**config.mk**
```make
export PLATFORM = sky130hd
export DESIGN_NAME = demux1_4_reg_multibits
export DESIGN_NICKNAME = d
export VERILOG_FILES = /design/src/rtl/demux_pkg.sv /design/src/rtl/demux_slot.sv /design/src/rtl/demux1_4_reg_multibits.sv
export SDC_FILE = /design/constraint.sdc
export NUM_CORES = 1
export LEC_CHECK = 0
export CAP_MARGIN = 30
export CORE_MARGIN = 3
export CORE_UTILIZATION = 35
export DETAILED_ROUTE_END_ITERATION = 8
export PLACE_DENSITY_LB_ADDON = 0.05
export SYNTH_ARGS = -nofsm -noshare
export SYNTH_HDL_FRONTEND = slang
export SYNTH_SLANG_ARGS = --single-unit
export TNS_END_PERCENT = 50
```
**constraint.sdc**
```tcl
create_clock -name clk -period 1.38 [get_ports clk]
set_input_delay 0.276 -clock clk [delete_from_list [all_inputs] [get_ports clk]]
set_output_delay 0.276 -clock clk [all_outputs]
set_load 0.02 [all_outputs]
```
**src/rtl/demux_pkg.sv**
```systemverilog
// Shared types and constants for the registered 1:4 demultiplexer.
//   dsel_t        : 2-bit destination channel select
//   SEL_00..SEL_11: channel select encodings
//   NUM_CH        : number of consumer channels
package demux_pkg;

  typedef logic [1:0] dsel_t;

  localparam dsel_t SEL_00 = 2'b00;
  localparam dsel_t SEL_01 = 2'b01;
  localparam dsel_t SEL_10 = 2'b10;
  localparam dsel_t SEL_11 = 2'b11;

  localparam int NUM_CH = 4;

endpackage

```
**src/rtl/demux_slot.sv**
```systemverilog
// One-entry output register for a single demux channel, valid/ready on the
// consumer side. The load strobe is pre-qualified by the top (it only fires
// when the slot is empty or draining this cycle).
// Optional per-channel transfer counter under `DEMUX_COUNT_EN`.
//   clk, reset_n : clock, async active-low reset
//   load         : accept din this cycle
//   ready        : consumer accepts the held beat this cycle
//   din          : beat payload
//   dout, valid  : held beat and its valid flag
//   cnt          : accepted-load count, wraps (only with DEMUX_COUNT_EN)
module demux_slot #(
  parameter int WIDTH = 64,
  parameter int CNT_W = 16
) (
  input  logic             clk,
  input  logic             reset_n,
  input  logic             load,
  input  logic             ready,
  input  logic [WIDTH-1:0] din,
  output logic [WIDTH-1:0] dout,
`ifdef DEMUX_COUNT_EN
  output logic [CNT_W-1:0] cnt,
`endif
  output logic             valid
);

  if (WIDTH < 1) begin : g_bad_width
    $error("demux_slot: WIDTH must be > 0");
  end
  if (CNT_W < 1) begin : g_bad_cnt_w
    $error("demux_slot: CNT_W must be > 0");
  end

  // Load wins over drain: a simultaneous drain+load keeps the slot full
  // with the new beat, giving one beat per cycle.
  always_ff @(posedge clk or negedge reset_n) begin
    if (!reset_n) begin
      valid <= 1'b0;
      dout  <= '0;
    end else if (load) begin
      valid <= 1'b1;
      dout  <= din;
    end else if (valid && ready) begin
      valid <= 1'b0;
    end
  end

`ifdef DEMUX_COUNT_EN
  always_ff @(posedge clk or negedge reset_n) begin
    if (!reset_n) cnt <= '0;
    else if (load) cnt <= cnt + 1'b1;
  end
`endif

endmodule

```
**src/rtl/demux1_4_reg_multibits.sv**
```systemverilog
// Registered 1:4 demultiplexer: steers one WIDTH-bit valid/ready stream to
// one of four registered consumer channels. No combinational path exists
// from in_valid to in_ready; in_ready depends only on in_sel and the
// selected channel's valid/ready.
// Optional per-channel transfer counters: define DEMUX_COUNT_EN.
//   clk, reset_n          : clock, async active-low reset
//   in_valid/in_ready     : producer handshake
//   in_data, in_sel       : beat payload and destination channel
//   o00..o11              : per-channel registered data
//   out_valid/out_ready   : per-channel consumer handshake (bit k = channel k)
//   cnt00..cnt11          : per-channel load counts (DEMUX_COUNT_EN only)
module demux1_4_reg_multibits
  import demux_pkg::*;
#(
  parameter int WIDTH = 64,
  parameter int CNT_W = 16
) (
  input  logic              clk,
  input  logic              reset_n,
  input  logic              in_valid,
  output logic              in_ready,
  input  logic [WIDTH-1:0]  in_data,
  input  dsel_t             in_sel,
  output logic [WIDTH-1:0]  o00,
  output logic [WIDTH-1:0]  o01,
  output logic [WIDTH-1:0]  o10,
  output logic [WIDTH-1:0]  o11,
`ifdef DEMUX_COUNT_EN
  output logic [CNT_W-1:0]  cnt00,
  output logic [CNT_W-1:0]  cnt01,
  output logic [CNT_W-1:0]  cnt10,
  output logic [CNT_W-1:0]  cnt11,
`endif
  output logic [NUM_CH-1:0] out_valid,
  input  logic [NUM_CH-1:0] out_ready
);

  if (WIDTH < 1) begin : g_bad_width
    $error("demux1_4_reg_multibits: WIDTH must be > 0");
  end

  logic [NUM_CH-1:0]            sel_oh;
  logic [NUM_CH-1:0]            load;
  logic [NUM_CH-1:0][WIDTH-1:0] dout;
  logic                         accept;

  always_comb begin
    sel_oh = '0;
    case (in_sel)
      SEL_00:  sel_oh = 4'b0001;
      SEL_01:  sel_oh = 4'b0010;
      SEL_10:  sel_oh = 4'b0100;
      SEL_11:  sel_oh = 4'b1000;
      default: sel_oh = '0;
    endcase
  end

  // Selected slot can take a beat if empty or draining this cycle.
  assign in_ready = !out_valid[in_sel] || out_ready[in_sel];
  // Gate by in_valid first so an unknown in_sel while idle cannot load.
  assign accept   = in_valid && in_ready;
  assign load     = accept ? sel_oh : '0;

`ifdef DEMUX_COUNT_EN
  logic [NUM_CH-1:0][CNT_W-1:0] cnt;
  assign cnt00 = cnt[0];
  assign cnt01 = cnt[1];
  assign cnt10 = cnt[2];
  assign cnt11 = cnt[3];
`endif

  for (genvar k = 0; k < NUM_CH; k++) begin : easlot
    demux_slot #(
      .WIDTH (WIDTH),
      .CNT_W (CNT_W)
    ) u_slot (
      .clk     (clk),
      .reset_n (reset_n),
      .load    (load[k]),
      .ready   (out_ready[k]),
      .din     (in_data),
      .dout    (dout[k]),
`ifdef DEMUX_COUNT_EN
      .cnt     (cnt[k]),
`endif
      .valid   (out_valid[k])
    );
  end

  assign o00 = dout[0];
  assign o01 = dout[1];
  assign o10 = dout[2];
  assign o11 = dout[3];

endmodule

```
==> impl_metrics.yaml <==
pwr:
  swShare_pct: 30.1
  p_per_area_nw_per_um2: 1690
  power_frac_comb_pct: 31.7
  power.total_mw: 27.1
  ir_drop_mv: 0.815
  seqPwrFrac_pct: 38.0
  switching_power_mw: 8.15
  clkPwrFrac_pct: 30.3
  p_leak_nw: 7.86
  p_int_mw: 18.9
synthesis:
  synth_area_leader_cell: "dfrtp_1"
  synthMuxAreaShare_pct: 29.6
  ys_async_sr_fraction_pct: 100
  yosys_warnings: 0
  netlist_instances: 563
  synth_top_cells_by_area: "dfrtp_1, mux2_2, mux2_1, buf_6, buf_4"
  yosysMostFrequentCell: "dfrtp_1"
  ys_ff_latch: 260
  synth_area_sq_um: 9810
  ys_types: 13
  synth_top_family_by_area: "multiplexers"
  synth-adder-area-share_pct: 0
  syn-num-nets: 636
  postSynthAreaPerCell_sq_um: 17.4
  synth_top_cell_area_share_pct: 66.3
  synth-simple-area-share_pct: 0.740
  synth_ff_type: "dfrtp_1"
  yosysSeqAreaShare_pct: 66.3
  synth-compound-area-share_pct: 0.102
  synth_common_cells: "dfrtp_1, mux2_2, mux2_1"
  synth-xor-area-share_pct: 0
  synth_edf_count: 0
run:
  max_cap_viol_count: 0
setup_path:
  cp_data_arrival_time_ns: 1.64
  crit_cells: 3
  slowest_stage: "mux4_2"
  crit_family: "multiplexers"
  r2r_slack_ns: -0.44
  critPathCaptureType: "output port"
  cp_slowest_stage_delay_ns: 0.49
  r2r-end: "easlot[0].u_slot.dout[2]$_DFFE_PN0P_"
  path_cells: "nand2b_1 > mux4_2 > buf_6"
  cp-start-kind: "flip-flop"
  path_buf_inv: 1
  path_class: "flip-flop to output port"
  ff2ff_path_depth: 6
  worstPathRequired_ns: 1.10
  crit_path_max_fanout: 2
  r2r_start: "easlot[0].u_slot.valid$_DFFE_PN0P_"
timing:
  setup_viol: 263
  worst_pin_slew_ns: 0.348
  drv_slew: 0
  rsz0062_at_grt: "true"
  fin_hold_ws_ns: 0.246
  slew_headroom_pct: 76.8
  layout_setup_ws_ns: -0.540
  max_freq_mhz: 521
  fin_crit_sh_pct: 139
  period_needed_ns: 1.92
  fin_skew_ns: 0.0137
  hold_viol_final: 0
clocking:
  clock-sinks: 260
  clk_latency_ns: 0.53
  cts_buffers: 28
  clkTransAtPathRegs_ns: 0.06
  h-tree-depth: 1
  clock_path_buffers: 3
  cts_tree: "built"
  clockRootBuffer: "clkbuf_16"
global_route:
  grt_antenna_before_repair: 1
  grt_pass1_vias: 7037
  grt_use_total_pct: 18.0
  grt_overflow: 0
  grt_pass1_wl_mm: 43.0
  grt_max_degree: 43
placement:
  portBuffers: 333
  place_congestion: 0.805
  place_ws_ns: -0.763
  dp_hpwl_mm: 20.0
route:
  drtIter0Drc: 221
  wl_per_cell_microns: 23.7
  drc: 0
  dr.pass1.iters: 4
  postRouteAntennaNets: 0
  routed_via_density: 4.79
  vias: 6599
  drt-total-wl_mm: 32.6
floorplan:
  rows: 60
  die-area_sq_um: 30100
  die_h_microns: 173
  ios: 334
  start_util_pct: 36.0
  core_area_sq_um: 27300
  die_w_microns: 173
outcome:
  run_status: "finished with violations"
  violations: "negative setup slack"
layout:
  num_antenna_cells: 0
  final_nets: 1058
  final_util_pct: 58.7
  syn_to_final_growth_pct: 63.2
  drive_gt1_share_pct: 65.3
worst_hold_path:
  hold_class: "input port to asynchronous set/reset pin"
[area by class of cell]
cell class / instances / area (sq um)
Clock buffer: 42 / 855
Clock inverter: 9 / 170
Fill cell: 2176 / 11200
Multi-Input combinational cell: 271 / 3850
Sequential cell: 260 / 6510
Tap cell: 372 / 465
Timing Repair Buffer: 424 / 4160
[worst reg2reg max path, delay by kind of cell (launching register included)]
family / cells / cell delay, ns
buf+inv: 3 / 0.57
flops: 1 / 0.40
mux: 1 / 0.31
simple gates: 2 / 0.44
[registers in the layout (all words and copies together) (netlist names)]
signal / cells
easlot.u_slot.dout: 256
easlot.u_slot.valid: 4
[per-stage QoR]
stage               instance area, sq um  cells  TNS, ns
detailed placement                 13900   1281  -164.40
finish                             16000   1378   -77.02
CTS                                14100   1346   -64.59
floorplan                           9820    563        0
global placement                   13900   1281  -156.19
global route                       16000   1378   -95.44
[layer usage]
layer	GRT usage [%]	routed length [microns]	vias to the layer above
met1	22.2	14200	3464
met5	0	13	-
met4	4.86	763	2
met3	5.76	2230	54
li1	-	-	2832
met2	30.6	15400	247
[power by group through the flow]
| stage | logic [mW] | clock network [mW] | registers (mW) |
|---|---|---|---|
| 2_1_floorplan | 1.48 | 0 | 12.1 |
| 6_report | 8.57 | 8.21 | 10.3 |
| 3_5_place_dp | 7.93 | 0 | 10.2 |
| 5_1_grt | 8.95 | 8.72 | 10.5 |
| 4_1_cts | 6.98 | 8.41 | 10.1 |
| 3_3_place_gp | 7.83 | 0 | 10.1 |
[cells in the final DEF, fill, tap and decap left out, types with 8 or more instances in the layout]
master,count
buf_12,21
buf_2,136
buf_4,33
buf_6,140
clkbuf_16,47
clkbuf_8,8
clkdlybuf4s50_1,71
dfrtp_1,260
mux2_2,32
mux2_4,222
[worst max-delay path by stage]
stage	slack, ns	from	end
6_report	-0.54	easlot[0].u_slot.valid$_DFFE_PN0P_	in_ready
5_1_grt	-0.60	easlot[0].u_slot.valid$_DFFE_PN0P_	in_ready
4_1_cts	-0.57	easlot[0].u_slot.valid$_DFFE_PN0P_	in_ready
3_5_place_dp	-0.76	out_ready[1]	in_ready
3_3_place_gp	-0.77	out_ready[1]	in_ready
2_1_floorplan	0.01	easlot[0].u_slot.valid$_DFFE_PN0P_	easlot[0].u_slot.dout[10]$_DFFE_PN0P_
[logic make-up (layout without fill, tap and decap cells)]
family	Yosys count	after routing
muxes	257	257
AOI/OAI and AO/OA	2	2
and+or+nand+nor	12	12
buffers and inverters	32	475
DFF	260	260
[timing repair]
action                                   CTS  global route
gates cloned                               0            22
endpoints found under the setup margin   517           442
resized for setup                       1194           361
setup buffers                             14            10
hold buffers                               1             0
pin swaps                                  0             2
hold endpoints to repair                 230             0
No activity file was read; power rests on OpenSTA's default activity.
